### src/rtl/riot_timer_pkg.sv
// Shared types, address-field positions and prescaler helper for the multi-channel RIOT timer.
package riot_timer_pkg;

    typedef enum logic [1:0] {
        DIV1    = 2'd0,
        DIV8    = 2'd1,
        DIV64   = 2'd2,
        DIV1024 = 2'd3
    } psel_t;

    localparam int CH_HI    = 5;
    localparam int CH_LO    = 4;
    localparam int MODE_BIT = 3;
    localparam int IEN_BIT  = 2;

    // Terminal prescaler count: a tick fires when pcnt reaches this value.
    function automatic logic [9:0] psel_last(psel_t p);
        case (p)
            DIV1:    return 10'd0;
            DIV8:    return 10'd7;
            DIV64:   return 10'd63;
            default: return 10'd1023;
        endcase
    endfunction

endpackage

### src/rtl/riot_timer_multi_if.sv
// 6502-style register port shared by all timer channels.
interface riot_timer_multi_if #(
    parameter int AW = 6
);
    logic          enable;
    logic          we_n;
    logic [AW-1:0] A;
    logic [7:0]    DI;
    logic [7:0]    DO;
    logic          OE;

    modport master (output enable, output we_n, output A, output DI, input DO, input OE);
    modport slave  (input enable, input we_n, input A, input DI, output DO, output OE);
endinterface

### src/rtl/riot_timer_chan.sv
// One interval-timer channel: prescaler, 8-bit down-counter, underflow flag and reload logic.
module riot_timer_chan
    import riot_timer_pkg::*;
(
    input  logic       clk,
    input  logic       rst_n,
    input  logic       wr_tmr,
    input  logic       wr_mode,
    input  logic       rd_cnt,
    input  logic [7:0] di,
    input  logic [1:0] a_psel,
    input  logic       a_ien,
    output logic [7:0] cnt,
    output logic       flag,
    output logic       ien
);

    logic [7:0] reload;
    psel_t      psel;
    logic [9:0] pcnt;
    logic       mode;
    logic       fast;
    logic       run;
    logic       tick;

    // run keeps a freshly reset channel idle until its first timer write.
    assign tick = run & (fast | (pcnt == psel_last(psel)));

    always_ff @(posedge clk or negedge rst_n) begin
        if (!rst_n) begin
            cnt    <= 8'h00;
            reload <= 8'h00;
            psel   <= DIV1;
            pcnt   <= 10'd0;
            flag   <= 1'b0;
            ien    <= 1'b0;
            mode   <= 1'b0;
            fast   <= 1'b0;
            run    <= 1'b0;
        end else if (wr_tmr) begin
            cnt    <= di;
            reload <= di;
            psel   <= psel_t'(a_psel);
            pcnt   <= 10'd0;
            ien    <= a_ien;
            flag   <= 1'b0;
            fast   <= 1'b0;
            run    <= 1'b1;
        end else begin
            if (wr_mode)
                mode <= di[0];
            if (rd_cnt) begin
                ien  <= a_ien;
                flag <= 1'b0;
                fast <= 1'b0;
            end
            // Underflow assignments come last so they win over a same-edge read.
            if (tick) begin
                pcnt <= 10'd0;
                if (cnt != 8'h00) begin
                    cnt <= cnt - 8'd1;
                end else begin
                    flag <= 1'b1;
                    if (mode) begin
                        cnt <= reload;
                    end else begin
                        cnt  <= 8'hFF;
                        fast <= 1'b1;
                    end
                end
            end else if (run) begin
                pcnt <= pcnt + 10'd1;
            end
        end
    end

endmodule

### src/rtl/riot_timer_multi.sv
// NCH-channel 6530-style interval timer behind one register port with a combined active-low IRQ.
module riot_timer_multi
    import riot_timer_pkg::*;
#(
    parameter int NCH = 2,
    parameter int AW  = 6
) (
    input  logic                 clk,
    input  logic                 rst_n,
    riot_timer_multi_if.slave    bus,
    output logic                 irq_n,
    output logic [NCH-1:0]       irq_en
);

    logic [AW-1:0]  a;
    logic [1:0]     ch;
    logic           ch_ok;
    logic           acc_wr;
    logic           acc_rd;
    logic [7:0]     rd_data;
    logic [7:0]     cnt [NCH];
    logic [NCH-1:0] flag;
    logic [NCH-1:0] ien;
    logic [NCH-1:0] wr_tmr;
    logic [NCH-1:0] wr_mode;
    logic [NCH-1:0] rd_cnt;

    assign a      = bus.A;
    assign ch     = a[CH_HI:CH_LO];
    assign ch_ok  = ({1'b0, ch} < 3'(NCH));
    assign acc_wr = bus.enable & ~bus.we_n & ch_ok;
    // Reads of a missing channel still complete (OE high) but return zero.
    assign acc_rd = bus.enable & bus.we_n & ~a[MODE_BIT];

    for (genvar i = 0; i < NCH; i++) begin : g_ch
        logic sel;
        assign sel        = (ch == 2'(i));
        assign wr_tmr[i]  = acc_wr & sel & ~a[MODE_BIT];
        assign wr_mode[i] = acc_wr & sel & a[MODE_BIT];
        assign rd_cnt[i]  = acc_rd & ch_ok & sel & ~a[0];

        riot_timer_chan u_chan (
            .clk     (clk),
            .rst_n   (rst_n),
            .wr_tmr  (wr_tmr[i]),
            .wr_mode (wr_mode[i]),
            .rd_cnt  (rd_cnt[i]),
            .di      (bus.DI),
            .a_psel  (a[1:0]),
            .a_ien   (a[IEN_BIT]),
            .cnt     (cnt[i]),
            .flag    (flag[i]),
            .ien     (ien[i])
        );
    end

    always_comb begin
        rd_data = 8'h00;
        if (ch_ok) begin
            if (a[0]) begin
                rd_data[7]       = |flag;
                rd_data[NCH-1:0] = flag;
            end else begin
                for (int i = 0; i < NCH; i++)
                    if (ch == 2'(i))
                        rd_data = cnt[i];
            end
        end
    end

    always_ff @(posedge clk or negedge rst_n) begin
        if (!rst_n) begin
            bus.DO <= 8'h00;
            bus.OE <= 1'b0;
            irq_n  <= 1'b1;
        end else begin
            bus.OE <= acc_rd;
            if (acc_rd)
                bus.DO <= rd_data;
            irq_n <= ~|(flag & ien);
        end
    end

    assign irq_en = ien;

endmodule

### src/flat_wrapper.sv
// flat-port wrapper written by rule: the top's interface ports become plain ports
module riot_timer_multi_flat import riot_timer_pkg::*;
#(
    parameter int NCH = 2,
    parameter int AW  = 6
)
  (clk, rst_n, irq_n, irq_en, bus_enable, bus_we_n, bus_A, bus_DI, bus_DO, bus_OE);
  riot_timer_multi_if #(.AW(AW)) bus_i ();
  input  logic clk;
  input  logic rst_n;
  output logic irq_n;
  output logic [NCH-1:0] irq_en;
  input wire logic [$bits(bus_i.enable)-1:0] bus_enable;
  input wire logic [$bits(bus_i.we_n)-1:0] bus_we_n;
  input wire logic [$bits(bus_i.A)-1:0] bus_A;
  input wire logic [$bits(bus_i.DI)-1:0] bus_DI;
  output wire logic [$bits(bus_i.DO)-1:0] bus_DO;
  output wire logic [$bits(bus_i.OE)-1:0] bus_OE;
  assign bus_i.enable = bus_enable;
  assign bus_i.we_n = bus_we_n;
  assign bus_i.A = bus_A;
  assign bus_i.DI = bus_DI;
  assign bus_DO = bus_i.DO;
  assign bus_OE = bus_i.OE;
  riot_timer_multi #(.NCH(NCH), .AW(AW)) u_core (.clk(clk), .rst_n(rst_n), .bus(bus_i), .irq_n(irq_n), .irq_en(irq_en));
endmodule
### config.mk
export PLATFORM = sky130hd
export DESIGN_NAME = riot_timer_multi_flat
export DESIGN_NICKNAME = d
export VERILOG_FILES = /design/src/rtl/riot_timer_pkg.sv /design/src/rtl/riot_timer_multi_if.sv /design/src/rtl/riot_timer_chan.sv /design/src/rtl/riot_timer_multi.sv /design/src/flat_wrapper.sv
export SDC_FILE = /design/constraint.sdc
export NUM_CORES = 1
export LEC_CHECK = 0
export CAP_MARGIN = 0
export CORE_ASPECT_RATIO = 0.7
export CORE_MARGIN = 10
export CORE_UTILIZATION = 53
export DETAILED_ROUTE_END_ITERATION = 6
export PLACE_DENSITY = 0.76
export SYNTH_ARGS = -nofsm -noshare
export SYNTH_HDL_FRONTEND = slang
export SYNTH_SLANG_ARGS = --single-unit
### constraint.sdc
create_clock -name clk -period 1.95 [get_ports clk]
set_input_delay 0.585 -clock clk [delete_from_list [all_inputs] [get_ports clk]]
set_output_delay 0.585 -clock clk [all_outputs]
set_load 0.05 [all_outputs]
== Yosys cells after proc, flatten, opt, wreduce, memory -nomap -nowiden ==
Cells that the tools add are included.

* Flip-flop bits (word level): 76
* Bits of input ports: 18

* Bitwise operators: 25
* Reductions and logical operators: 16
* Mux-type cells: 44
* Equal/unequal tests: 7
* $lt $le $gt $ge: 1
* Add/subtract/negate cells: 4

{| class="wikitable"
|+ Operators with widths
! cell !! count
|-
| 2-to-1 mux 8 bit || 11
|-
| 2-to-1 mux 10 bit || 6
|-
| case mux 10 bit (3 select lines) || 2
|-
| 2-to-1 mux 1 bit || 23
|-
| adder 10 x 1 -> 10 bit, second input constant || 2
|-
| == test 10 bit || 2
|-
| AND 1 bit || 17
|-
| nonzero test 8 bit || 2
|-
| subtractor 8 x 1 -> 8 bit, second input constant || 2
|-
| nonzero test 2 bit || 4
|-
| == test 2 x 1 -> 1 bit, second input constant || 3
|-
| zero test 2 bit || 3
|-
| nonzero test 3 bit || 2
|-
| 2-to-1 mux 5 bit || 1
|-
| inverter 1 bit || 5
|-
| == test 2 bit, second input constant || 2
|-
| AND reduction 2 bit || 2
|-
| OR reduction 2 bit || 2
|-
| AND 2 bit || 1
|-
| < comparator 2 bit, second input constant || 1
|-
| 2-to-1 mux 2 bit || 1
|-
| bitwise OR 1 bit || 2
|-
| zero test 1 bit || 1
|}

== Depth between registers and ports, before layout ==
* Depth after elaboration: 10
* Gate-level depth with buffers: 9
* Depth with buffers taken out: 8

== Cells and area by module ==
A second synthesis with hierarchy kept.

* Cells, all modules: 441
* Area total of the unflattened synthesis: 4406.7 um^2

{| class="wikitable"
|+ By module, submodules not included
! module !! sequential area each (um^2) !! area an instance (um^2) !! cells an instance !! instances
|-
| riot_timer_chan || 825.8 || 1929.4 || 193 || 2
|-
| riot_timer_multi || 251.5 || 548.0 || 55 || 1
|}

== Worst setup path before layout ==
Ideal clock, no wire load.

* Path type: in2reg
* From: in bus_A[3]
* To: reg u_core.g_ch[1].u_chan.cnt[4]
* Data arrival time: 1983 ps
* Slack: -159 ps
* Setup time: 126 ps
* Stages on the path: 5
* Buffers on the path: 1
* Cells stage by stage: or3b_2 or2_2 clkbuf_1 and2_1 a221o_1

* Cells in the longest elaborated chain, start to end: 3

{| class="wikitable"
|+ Ends and longest elaborated chain
! item !! line !! RTL
|-
| from (decl) || flat_wrapper.sv:15 || <nowiki>input wire logic [$bits(bus_i.A)-1:0] bus_A;</nowiki>
|-
| inverter 1 bit * || riot_timer_multi.sv:38 || <nowiki>assign wr_tmr[i] = acc_wr & sel & ~a[MODE_BIT];</nowiki>
|-
| AND 1 bit * || riot_timer_multi.sv:38 ||
|-
| 2-to-1 mux 8 bit or nonzero test 2 bit (tied branches) || -- ||
|-
| to (signal assigned) || riot_timer_chan.sv:41 || <nowiki>cnt <= di;</nowiki>
|-
| to (signal assigned) || riot_timer_chan.sv:61 || <nowiki>cnt <= cnt - 8'd1;</nowiki>
|-
| to (signal assigned) || riot_timer_chan.sv:65 || <nowiki>cnt <= reload;</nowiki>
|-
| to (decl) || riot_timer_chan.sv:13 || <nowiki>output logic [7:0] cnt,</nowiki>
|}

Every way passes the cells marked *; elsewhere a longest branch is shown, timed or not.
A chain may end at the register's enable or synchronous reset.

== Worst setup path in the final report ==
* From: reg u_core.g_ch[0].u_chan.pcnt[6]
* To: reg u_core.g_ch[0].u_chan.cnt[6]

* Cells in the longest elaborated chain, start to end: 4

{| class="wikitable"
|+ Ends and longest elaborated chain
! item !! line !! RTL
|-
| from (decl) || riot_timer_chan.sv:20 || <nowiki>logic [9:0] pcnt;</nowiki>
|-
| from (signal assigned) || riot_timer_chan.sv:72 || <nowiki>pcnt <= pcnt + 10'd1;</nowiki>
|-
| == test 10 bit || riot_timer_chan.sv:27 || <nowiki>assign tick = run & (fast | (pcnt == psel_last(psel)));</nowiki>
|-
| bitwise OR 1 bit || riot_timer_chan.sv:27 ||
|-
| AND 1 bit || riot_timer_chan.sv:27 ||
|-
| nonzero test 2 bit (no source line) || -- ||
|-
| to (signal assigned) || riot_timer_chan.sv:41 ||
|-
| to (signal assigned) || riot_timer_chan.sv:61 ||
|-
| to (signal assigned) || riot_timer_chan.sv:65 ||
|-
| to (decl) || riot_timer_chan.sv:13 ||
|}

Every way passes these cells.

==> flow_summary.json <==
{
  "end_kind": "register",
  "clk_latency_ps": 360,
  "ant_nets": 0,
  "power_frac_comb": 0.487,
  "syn_to_final_growth_pct": 34.1,
  "layout_commonest_cell": "buf_4",
  "max_freq_mhz": 497,
  "cts.path.max_buffers": 2,
  "synth_top_flop_cell": "dfrtp_1",
  "critical_path.startpoint": "u_core.g_ch[0].u_chan.pcnt[6]",
  "hold_class": "in -> async",
  "max-vdd-ir-drop_uv": 842,
  "port-buffer-count": 29,
  "cts_tree": "yes",
  "final_cells": 659,
  "p_sw_frac": 0.394,
  "synth-edff-count": 0,
  "drtIter0Drc": 457,
  "rsz0062_at_grt": "true",
  "final_core_util": 0.744,
  "grt_pass1_wl_um": 19500,
  "finalHoldViolations": 0,
  "core_area_um2": 7450,
  "p_total_mw": 7.44,
  "synth_area_um2": 4130,
  "setup-violations-final": 6,
  "p_switching_mw": 2.94,
  "grt_pass1_vias": 3831,
  "place_ws_ps": -525,
  "synth-warning-count": 0,
  "ys_async_sr_fraction": 1.00,
  "start_util": 0.555,
  "die_area_um2": 11800,
  "fin_ws_ps": -62.4,
  "clk_pin_slew_ps": 80,
  "h-tree-depth": 3,
  "critPathKind": "reg -> reg",
  "start_kind": "register",
  "grt_max_degree": 43,
  "synthCells": 456,
  "period_minus_slack_ps": 2010,
  "layout.cells.most_common_list": "buf_4 (84), nand2_1 (81), dfrtp_1 (72)",
  "place.detailed.hpwl_um": 8160,
  "violations": "design-rule violations, negative setup slack",
  "nFillCells": 519,
  "fin_area_um2": 5540,
  "skew_ps": 7.35,
  "postCtsHoldBufs": 0,
  "cap_violations": 0,
  "dpl.cell_count": 628,
  "r2r-start": "u_core.g_ch[0].u_chan.pcnt[6]",
  "dieHeight_um": 93.9,
  "syn_nets": 480,
  "ioPinCount": 30,
  "worstPathArrival_ps": 2310,
  "cts_root_buf": "clkbuf_8",
  "viasPerCell": 6.00,
  "synth_top_family_by_area": "simple AND/OR/NAND/NOR gates",
  "drcViolationCount": 1,
  "diodes": 0,
  "numCtsBuffers": 9,
  "dr.pass1.iters": 7,
  "slew_viol_final": 0,
  "synthAdderAreaFrac": 0.0182,
  "ys_types": 63,
  "rows": 26,
  "grt_overflow": 0,
  "seq_area_um2": 1910,
  "drt-total-wl_um": 12000,
  "post_drt_wl_per_cell_um": 18.3,
  "p_int_mw": 4.51,
  "synth-xor-area-share": 0.0403,
  "status": "finished with violations",
  "tns_ps": -146,
  "p_seq_frac": 0.332,
  "avgSynthCellArea_um2": 9.06,
  "antenna_found_initial": 0,
  "synthSimpleGateAreaFrac": 0.266,
  "whs_ps": 198,
  "cts_sinks": 76,
  "placed_area_um2": 4950,
  "p_leak_nw": 2.62,
  "finalCritPeriodShare": 1.03,
  "vias": 3953,
  "clock_power_share": 0.180,
  "die_w_um": 126,
  "drive_above_1_share": 0.308,
  "gp_congestion": 0.926,
  "synth_compound_area_frac": 0.147,
  "crit_required_ps": 2250,
  "worst_pin_slew_ps": 544,
  "grt_util_all_layers": 0.199,
  "ys_ff_latch": 76,
  "layout.nets": 580,
  "cp_max_fo": 3,
  "power.density_nw_per_um2": 1340,
  "synth-seq-area-share": 0.461,
  "timing.slew.headroom": 0.638,
  "multi_input_area_um2": 2290,
  "synthMuxAreaShare": 0.0245
}
[cell usage after synthesis (all sizes together), types with 4 or more instances]
library cell  count  area (µm²)
nand2            85         322
dfrtp            75        1880
nor2             37         139
nand3            27         135
a21oi            24         131
inv              18        67.6
o21ai            15        75.1
clkbuf           12        45.0
buf              11        68.8
nor3             11        60.1
xor2             10        87.6
and3              9        56.3
nor3b             9        77.6
xnor2             9        78.8
nand2b            8        50.1
nor4              8        50.1
a31oi             6        37.5
ha                6        75.1
mux2              6        67.6
o211ai            6        45.0
a222oi            5        50.1
and2              5        31.3
nand3b            5        37.5
nand4             5        31.3
nor2b             4        25.0
[area by class of cell]
class / instances / share of cell area
Clock buffer: 12 / 0.0262
Timing Repair Buffer: 112 / 0.170
Clock inverter: 4 / 0.0131
Inverter: 18 / 0.0122
Tap cell: 98 / 0.0221
Multi-Input combinational cell: 339 / 0.413
Sequential cell: 76 / 0.344
[path summary, 6_finish.rpt]
path / to / slack (ps) / cells past startpoint
worst max-delay path: u_core.g_ch[0].u_chan.cnt[6] / -60 / 6
worst min-delay path: u_core.g_ch[0].u_chan.pcnt[8] / 200 / 1
worst max register to register: u_core.g_ch[0].u_chan.cnt[6] / -60 / 6
worst min register to register: u_core.irq_n / 450 / 1
max in group asynchronous: u_core.g_ch[1].u_chan.reload[5] / 1150 / 2
min in group clk: u_core.irq_n / 450 / 1
[cells by family after synthesis]
kind of cell               after synthesis
DFF                                     76
buffers and inverters                   41
muxes                                    9
AOI/OAI and AO/OA                       81
and+or+nand+nor                        224
xor gates and xnor gates                19
adders and majority gates                6
[power groups by stage]
stage	clock network [mW]	logic, mW	registers, mW
after floorplan	0	1.81	2.53
after global placement	0	2.93	2.40
after detailed placement	0	3.05	2.42
after CTS	1.35	3.21	2.41
after global routing	1.43	3.94	2.53
final	1.34	3.63	2.47
[layer usage]
metal  global-route usage  up-vias  routed length (µm)
met5                    0        -                   0
met4               0.0574        0                 207
met3               0.0508       30                 938
met2                0.311      179                5470
met1                0.267     1940                5430
li1                     -     1804                   -
[worst max-delay path, stage by stage, from the launching register on]
cell and delay [ps]:
dfrtp_1 440, nor4_4 360, nor2_1 120, o41ai_4 280
nand2_2 120, or4_4 540, nand3_2 90
[state kept, by name, summed over array words and instances (netlist names), 2 cells and up]
| name | count |
|---|---|
| u_core.bus.DO | 8 |
| u_core.g_ch.u_chan.run | 2 |
| u_core.g_ch.u_chan.fast | 2 |
| u_core.g_ch.u_chan.psel | 4 |
| u_core.g_ch.u_chan.flag | 2 |
| u_core.g_ch.u_chan.mode | 2 |
| u_core.g_ch.u_chan.reload | 16 |
| u_core.g_ch.u_chan.cnt | 16 |
| u_core.g_ch.u_chan.ien | 2 |
| u_core.g_ch.u_chan.pcnt | 20 |
[what timing repair did]
action | 4_1_cts | 5_1_grt
pin swaps | 10 | 22
resized for setup | 19 | 44
buffers inserted | 8 | 7
endpoints found under the setup margin | 42 | 38
(Power assumes the default switching activity.)
